===== src/rtl/data_mem_ctrl_if.sv =====
// rtl/data_mem_ctrl_if.sv - request/response bus between the load/store stage and data_mem_ctrl
// Purpose: groups the valid/ready request port, the one-cycle response pulse and busy.
// Ports (signals):
//   req_valid/req_ready  request handshake (master -> slave / slave -> master)
//   req_we, req_funct3   store flag and RV32 width code
//   req_addr, req_wdata  byte address and right-aligned store data
//   rsp_valid            one-cycle response pulse
//   rsp_rdata, rsp_err   load result and rejection flag, meaningful with rsp_valid
//   busy                 request in flight
// Modports: master (CPU side), slave (controller side).
interface data_mem_ctrl_if #(
  parameter int ADDR_WIDTH = 32
);
  logic                  req_valid;
  logic                  req_ready;
  logic                  req_we;
  logic [2:0]            req_funct3;
  logic [ADDR_WIDTH-1:0] req_addr;
  logic [31:0]           req_wdata;
  logic                  rsp_valid;
  logic [31:0]           rsp_rdata;
  logic                  rsp_err;
  logic                  busy;

  modport master (
    output req_valid, req_we, req_funct3, req_addr, req_wdata,
    input  req_ready, rsp_valid, rsp_rdata, rsp_err, busy
  );

  modport slave (
    input  req_valid, req_we, req_funct3, req_addr, req_wdata,
    output req_ready, rsp_valid, rsp_rdata, rsp_err, busy
  );
endinterface


===== src/rtl/data_mem_ctrl.sv =====
// rtl/data_mem_ctrl.sv - RV32 data memory controller with wait states and lane-merged stores
// Purpose: word-organised data RAM behind a valid/ready request port. Byte/half/word
//   stores merge into the existing word, loads sign/zero-extend, misaligned or
//   illegal-width accesses are rejected via rsp_err without touching memory.
//   Each legal access takes WAIT_STATES extra cycles before the memory op.
// Ports:
//   clk      rising-edge clock
//   reset_n  asynchronous active-low reset
//   bus      data_mem_ctrl_if.slave (req_*, rsp_*, busy)
module data_mem_ctrl #(
  parameter int ADDR_WIDTH  = 32,
  parameter int MEM_WORDS   = 64,
  parameter int WAIT_STATES = 1
) (
  input  logic           clk,
  input  logic           reset_n,
  data_mem_ctrl_if.slave bus
);
  localparam int         IDX     = $clog2(MEM_WORDS);
  localparam logic [3:0] WS_LOAD = (WAIT_STATES > 0) ? 4'(WAIT_STATES - 1) : 4'd0;

  typedef enum logic [1:0] {
    S_IDLE = 2'd0,
    S_WAIT = 2'd1,
    S_RESP = 2'd2
  } state_t;

  state_t          state_q;
  state_t          state_d;
  logic [3:0]      cnt_q;
  logic            we_q;
  logic [2:0]      f3_q;
  logic [IDX+1:0]  addr_q;
  logic [31:0]     wdata_q;
  logic [31:0]     rdata_q;
  logic            err_q;
  logic [31:0]     mem [MEM_WORDS];

  logic            accept;
  logic            f3_bad;
  logic            misalign;
  logic            req_err;
  logic            op_fire;
  logic            op_we;
  logic [2:0]      op_f3;
  logic [IDX+1:0]  op_addr;
  logic [31:0]     op_wdata;
  logic [IDX-1:0]  op_idx;
  logic [1:0]      lane;
  logic [31:0]     rd_word;
  logic [3:0]      be;
  logic [31:0]     wd_rep;
  logic [31:0]     merged;
  logic [7:0]      byte_sel;
  logic [15:0]     half_sel;
  logic [31:0]     load_data;

  // Address bits above the RAM index only cause aliasing.
  logic unused_addr_bits;
  assign unused_addr_bits = ^bus.req_addr[ADDR_WIDTH-1:IDX+2];

  // Request decode; only meaningful while accept is high.
  always_comb begin
    accept   = bus.req_valid && (state_q == S_IDLE);
    if (bus.req_we) begin
      f3_bad = bus.req_funct3[2] || (bus.req_funct3[1:0] == 2'b11);
    end else begin
      f3_bad = (bus.req_funct3[1:0] == 2'b11) || (bus.req_funct3 == 3'b110);
    end
    misalign = ((bus.req_funct3[1:0] == 2'b01) && bus.req_addr[0]) ||
               ((bus.req_funct3[1:0] == 2'b10) && (bus.req_addr[1:0] != 2'b00));
    req_err  = f3_bad || misalign;
  end

  // With no wait states the op uses the live request at the accept edge;
  // otherwise it uses the captured request on the edge where the counter hits 0.
  always_comb begin
    if (state_q == S_WAIT) begin
      op_we    = we_q;
      op_f3    = f3_q;
      op_addr  = addr_q;
      op_wdata = wdata_q;
    end else begin
      op_we    = bus.req_we;
      op_f3    = bus.req_funct3;
      op_addr  = bus.req_addr[IDX+1:0];
      op_wdata = bus.req_wdata;
    end
    op_fire = reset_n && (((state_q == S_WAIT) && (cnt_q == 4'd0)) ||
                          (accept && !req_err && (WAIT_STATES == 0)));
    op_idx  = op_addr[IDX+1:2];
    lane    = op_addr[1:0];
    rd_word = mem[op_idx];
  end

  // Store lane merge.
  always_comb begin
    case (op_f3[1:0])
      2'b00: begin
        be     = 4'b0001 << lane;
        wd_rep = {4{op_wdata[7:0]}};
      end
      2'b01: begin
        be     = lane[1] ? 4'b1100 : 4'b0011;
        wd_rep = {2{op_wdata[15:0]}};
      end
      default: begin
        be     = 4'b1111;
        wd_rep = op_wdata;
      end
    endcase
    merged = rd_word;
    for (int b = 0; b < 4; b++) begin
      if (be[b]) merged[8*b +: 8] = wd_rep[8*b +: 8];
    end
  end

  // Load extraction and extension.
  always_comb begin
    byte_sel = rd_word[{lane, 3'b000} +: 8];
    half_sel = lane[1] ? rd_word[31:16] : rd_word[15:0];
    case (op_f3)
      3'b000:  load_data = {{24{byte_sel[7]}}, byte_sel};
      3'b001:  load_data = {{16{half_sel[15]}}, half_sel};
      3'b010:  load_data = rd_word;
      3'b100:  load_data = {24'd0, byte_sel};
      3'b101:  load_data = {16'd0, half_sel};
      default: load_data = 32'd0;
    endcase
  end

  // RAM contents are deliberately not reset.
  always_ff @(posedge clk) begin
    if (op_fire && op_we) mem[op_idx] <= merged;
  end

  // State register.
  always_ff @(posedge clk or negedge reset_n) begin
    if (!reset_n) state_q <= S_IDLE;
    else          state_q <= state_d;
  end

  // Next-state logic.
  always_comb begin
    state_d = state_q;
    case (state_q)
      S_IDLE: begin
        if (accept) begin
          state_d = (req_err || (WAIT_STATES == 0)) ? S_RESP : S_WAIT;
        end
      end
      S_WAIT:  if (cnt_q == 4'd0) state_d = S_RESP;
      S_RESP:  state_d = S_IDLE;
      default: state_d = S_IDLE;
    endcase
  end

  // Request capture, wait counter and registered response data.
  always_ff @(posedge clk or negedge reset_n) begin
    if (!reset_n) begin
      cnt_q   <= 4'd0;
      we_q    <= 1'b0;
      f3_q    <= 3'd0;
      addr_q  <= '0;
      wdata_q <= 32'd0;
      rdata_q <= 32'd0;
      err_q   <= 1'b0;
    end else begin
      if (accept) begin
        we_q    <= bus.req_we;
        f3_q    <= bus.req_funct3;
        addr_q  <= bus.req_addr[IDX+1:0];
        wdata_q <= bus.req_wdata;
        cnt_q   <= WS_LOAD;
      end else if ((state_q == S_WAIT) && (cnt_q != 4'd0)) begin
        cnt_q <= cnt_q - 4'd1;
      end
      if (accept && req_err) begin
        err_q   <= 1'b1;
        rdata_q <= 32'd0;
      end else if (op_fire) begin
        err_q   <= 1'b0;
        rdata_q <= op_we ? 32'd0 : load_data;
      end
    end
  end

  // Outputs.
  always_comb begin
    bus.req_ready = (state_q == S_IDLE);
    bus.busy      = (state_q != S_IDLE);
    bus.rsp_valid = (state_q == S_RESP);
    bus.rsp_rdata = rdata_q;
    bus.rsp_err   = err_q;
  end
endmodule

===== src/flat_wrapper.sv =====
// flat-port wrapper written by rule: the top's interface ports become plain ports
module data_mem_ctrl_flat 
#(
  parameter int ADDR_WIDTH  = 32,
  parameter int MEM_WORDS   = 64,
  parameter int WAIT_STATES = 1
)
  (clk, reset_n, bus_req_valid, bus_req_we, bus_req_funct3, bus_req_addr, bus_req_wdata, bus_req_ready, bus_rsp_valid, bus_rsp_rdata, bus_rsp_err, bus_busy);
  data_mem_ctrl_if #(.ADDR_WIDTH(ADDR_WIDTH)) bus_i ();
  input  logic clk;
  input  logic reset_n;
  input wire logic [$bits(bus_i.req_valid)-1:0] bus_req_valid;
  input wire logic [$bits(bus_i.req_we)-1:0] bus_req_we;
  input wire logic [$bits(bus_i.req_funct3)-1:0] bus_req_funct3;
  input wire logic [$bits(bus_i.req_addr)-1:0] bus_req_addr;
  input wire logic [$bits(bus_i.req_wdata)-1:0] bus_req_wdata;
  output wire logic [$bits(bus_i.req_ready)-1:0] bus_req_ready;
  output wire logic [$bits(bus_i.rsp_valid)-1:0] bus_rsp_valid;
  output wire logic [$bits(bus_i.rsp_rdata)-1:0] bus_rsp_rdata;
  output wire logic [$bits(bus_i.rsp_err)-1:0] bus_rsp_err;
  output wire logic [$bits(bus_i.busy)-1:0] bus_busy;
  assign bus_i.req_valid = bus_req_valid;
  assign bus_i.req_we = bus_req_we;
  assign bus_i.req_funct3 = bus_req_funct3;
  assign bus_i.req_addr = bus_req_addr;
  assign bus_i.req_wdata = bus_req_wdata;
  assign bus_req_ready = bus_i.req_ready;
  assign bus_rsp_valid = bus_i.rsp_valid;
  assign bus_rsp_rdata = bus_i.rsp_rdata;
  assign bus_rsp_err = bus_i.rsp_err;
  assign bus_busy = bus_i.busy;
  data_mem_ctrl #(.ADDR_WIDTH(ADDR_WIDTH), .MEM_WORDS(MEM_WORDS), .WAIT_STATES(WAIT_STATES)) u_core (.clk(clk), .reset_n(reset_n), .bus(bus_i));
endmodule

===== config.mk =====
export PLATFORM = sky130hd
export DESIGN_NAME = data_mem_ctrl_flat
export DESIGN_NICKNAME = d
export VERILOG_FILES = /design/src/rtl/data_mem_ctrl_if.sv /design/src/rtl/data_mem_ctrl.sv /design/src/flat_wrapper.sv
export SDC_FILE = /design/constraint.sdc
export NUM_CORES = 2
export LEC_CHECK = 0
export ABC_AREA = 1
export CAP_MARGIN = 20
export CORE_MARGIN = 2
export CORE_UTILIZATION = 32
export CTS_CLUSTER_DIAMETER = 200
export CTS_CLUSTER_SIZE = 20
export DETAILED_ROUTE_END_ITERATION = 8
export PLACE_DENSITY_LB_ADDON = 0.2
export REMOVE_ABC_BUFFERS = 1
export SKIP_LAST_GASP = 1
export SLEW_MARGIN = 20
export SYNTH_ARGS = -nofsm -noshare
export SYNTH_HDL_FRONTEND = slang
export SYNTH_SLANG_ARGS = --single-unit
export TNS_END_PERCENT = 1

===== constraint.sdc =====
create_clock -name clk -period 8.26 [get_ports clk]
set_clock_uncertainty 0.05 [all_clocks]
set_input_delay 0.826 -clock clk [delete_from_list [all_inputs] [get_ports clk]]
set_output_delay 0.826 -clock clk [all_outputs]
set_load 0.05 [all_outputs]

==> results.md <==
Worst setup path:
- For the worst flop-to-flop path, the logic depth is 14.
- The startpoint of the most critical register-to-register path is u_core.state_q[0]$_DFFE_PN0P_.
- The worst register-to-register path ends at u_core.mem[62][18]$_DFFE_PP_.
- The reg2reg setup slack is 2.11 ns.
- STA classifies the critical path startpoint as a flip-flop.
- The endpoint kind of the worst setup timing path is a flip-flop.
- Data on the critical path is required at its endpoint by 8.79 ns.
- The critical path is of the reg2reg type.
- STA puts the critical path data arrival time at 6.68 ns.
- Along the worst path, the maximum fanout reaches 83.

STA:
- The post-route minimum period is 6.15 ns.
- Based on the critical path, the design can be clocked at up to 0.163 GHz.
- The number of hold violations in the final report was 0.
- Adding up every negative setup slack in the final design gives 0 ns.
- The relative slew slack is 12.6%.
- The worst-case setup margin in the final layout is 2.11 ns.
- At the pin with the least slew margin, the transition time is 1.30 ns.
- Setup repair after global routing left no endpoint under its margin.
- The part of the cycle the worst path needs is 74.4%.
- The final-report setup violation count is 0.
- The final-report max-slew violation count came to 0.

Yosys:
- Summing the sequential cell areas from Yosys gives 70.6% of the chip area.
- Of all flip-flops after synthesis, the portion carrying an async set or reset was 3.89%.
- The fraction of synthesized cell area taken by the top area cell type is 68.3%.
- The synthesized design contains 2048 enable-type register cells.
- The area of the mapped netlist is 90100 sq um.
- The most used flip-flop cell after synthesis is edfxtp_1.
- Yosys printed 0 warnings.
- Sorting the synthesized cells by how often they occur yields nand2_1 (2892), edfxtp_1 (2048), nor2_1 (1046), inv_1 (965), o21ai_0 (510).
- By area the synthesized netlist is led by edfxtp_1 (68%), nand2_1 (12%), nor2_1 (4.4%).
- The number of instances in the synthesized netlist is 8527.
- The cell type with the highest aggregate area in the netlist is edfxtp_1.
- The average size of a mapped cell is 10.6 sq um.
- The register bit count reported by yosys is 2131.
- The cell with the most instances after synthesis is nand2_1.
- The netlist uses 43 different library cells.

Placement:
- The placer congestion estimate is 0.865.
- The count of input and output buffers is 82.
- The worst setup slack after placement is 2.10 ns.
- Once detailed placement completed, the half-perimeter wirelength came to 167000 um.

Final layout:
- Measured on the finished design, the core utilization comes to 35.7%.
- At the end of the flow, the number of nets in the layout was 8609.
- Cells with a size suffix above 1 make up 5.49% of the layout.
- The layout overhead on the synthesized area is 10.9%.

Clock tree:
- After clock tree synthesis, the setup repair step added 0 buffers.
- The root cell of the clock tree is clkbuf_16.
- Buffers inserted to repair hold after CTS numbered 1.
- The clock net in this run drives a total of 2131 sinks.
- No sink is reached through more buffers than the 3 on the longest clock path.
- The number of buffers created by CTS is 116.
- The later pin in the worst-skew pair is clocked with a latency of 0.82 ns.
- After clock tree synthesis, the clock-pin slew on the worst setup and hold paths is 0.09 ns.
- The post-cts resize count is 0.
- The H-tree level count is 3.
- The CTS tree is built.

Run status:
- The run finished with clean final reports.

GRT:
- The pin count of the biggest net entering global routing is 172.
- The met3 capacity usage during global routing is 1.76%.
- For this run, global-route usage on met1 was measured as 26.2%.
- The number of global-route vias before repair is 56364.
- met2 is the most crowded layer.
- The initial antenna violation count is 5.
- For this run, global-route usage on met2 was measured as 33.5%.
- The first global-routing pass estimated 413000 um of wire.
- For this run, the total global-route usage over all layers was measured as 20.0%.
- After global routing the overflow that remains totals 0.

Floorplanning:
- The initial cell density of the core is 32.2%.
- The number of top-level design ports is 107.
- The height of the die is 535 um.
- From left edge to right edge, the die measures 535 um.
- The row count is 194.
- The floorplan die area is 286000 sq um.
- The core region is 280000 sq um.

Worst hold path:
- The worst hold path stage count is 2.
- The startpoint of the most critical hold path is u_core.wdata_q[7]$_DFFE_PN0P_.
- In this run the worst hold path is classified as reg2reg.
- The endpoint with the worst hold slack is u_core.wdata_q[7]$_DFFE_PN0P_.

Pwr:
- The cell leakage power is 39.6 nW.
- The peak supply drop is 0.000225 V.
- The power density normalized to cell area is 315 nW/um^2.

Detailed routing:
- The number of DRC violations after detailed-routing iteration 0 is 5616.
- The post-detailed-route DRC marker count is 0.
- The number of nets with antenna violations after routing is 0.
- The detailed-route wire length is 291000 um.
- The routed wirelength normalized by instance count is 23.6 um.
- The first detailed-routing pass took 6 iterations.
- The routed layout has 59278 vias.
- The via density per instance is 4.79.

Job:
- Across the run, the number of max-cap violations was 0.
through the flow:
step	power [mW]	hold WS, ns	instance area, sq um	cells
floorplan	21.1	0.398	88100	8137
global placement	25.2	0.413	96200	12134
detailed placement	25.4	0.418	96400	12140
CTS	31.6	0.440	99800	12361
global route	32.8	0.450	99800	12364
finish	31.4	0.438	99800	12368
worst max path at each step:
stage / startpoint / end / slack, ns
after floorplan: u_core.state_q[0]$_DFFE_PN0P_ / u_core.mem[0][0]$_DFFE_PP_ / -7.54
after global placement: bus_req_addr[3] / u_core.mem[48][18]$_DFFE_PP_ / 2.14
after detailed placement: bus_req_addr[2] / u_core.mem[17][10]$_DFFE_PP_ / 2.10
after CTS: u_core.state_q[0]$_DFFE_PN0P_ / u_core.mem[20][10]$_DFFE_PP_ / 2.16
after global routing: u_core.state_q[0]$_DFFE_PN0P_ / u_core.mem[62][18]$_DFFE_PP_ / 1.77
final: u_core.state_q[0]$_DFFE_PN0P_ / u_core.mem[62][18]$_DFFE_PP_ / 2.11
metal layers:
layer	share of wire (%)	vias to the layer above
met3	4.6	377
met2	47	1566
li1	-	27782
met1	43	29553
met4	5.3	0
met5	0	-
power by group:
part | switching [mW] | leakage, nW | internal, mW | total [mW]
Clock | 3.56 | 1.60 | 2.72 | 6.28
Sequential | 0.0973 | 19.5 | 14.6 | 14.7
Combinational | 8.40 | 18.5 | 2.06 | 10.5
registers in the layout (all words and copies together) (netlist names):
register / flops
u_core.cnt_q: 4
u_core.we_q: 1
u_core.addr_q: 8
u_core.bus.rsp_rdata: 32
u_core.bus.rsp_err: 1
u_core.f3_q: 3
u_core.mem: 2048
u_core.wdata_q: 32
u_core.state_q: 2
area by class of cell:
class / count / area, sq um
Antenna cell: 5 / 12.5
Tap cell: 3724 / 4660
Timing Repair Buffer: 282 / 2730
Sequential cell: 2131 / 63600
Clock buffer: 215 / 3320
Inverter: 975 / 3660
Fill cell: 27797 / 180000
Clock inverter: 5 / 65.1
Multi-Input combinational cell: 5031 / 21800
critical path, cell delays in order, from the launching register on:
cell and delay, ns:
dfrtp_1 0.60, nand2_4 0.45, nand2_2 0.49, nand2_8 0.51, nand2_4 0.85, buf_4 0.36, nor2_1 0.06, nor2_1 0.10
nand4_1 0.11, nand2_1 0.07, nand2_1 0.07, nor2_1 0.52, a21oi_1 0.23, a31oi_4 0.87, buf_4 0.48
layout by cell type (no fill, tap or decap), types with 67 or more instances in the layout:
cell and instances:
nand2_1 2883, edfxtp_1 2048, nor2_1 982, inv_1 965, o21ai_0 484, nand3_1 171
buf_4 171, clkbuf_16 118, clkbuf_1 97, o22ai_1 96, dfrtp_1 83, clkdlybuf4s50_1 81
a21oi_1 79, o21ai_1 72, nor2_4 67
cell families (layout without fill, tap and decap cells):
family	Yosys count	in the layout	share of synthesized area, %
adders and majority gates	1	1	0.0139
and+or+nand+nor	4219	4219	18.3
AOI/OAI and AO/OA	809	809	4.82
buffers and inverters	1365	1477	6.27
DFF	2131	2131	70.6
muxes	1	1	0.0125
xor gates and xnor gates	1	1	0.00973
other	0	5	0
Power figures use the tool's default switching activity.
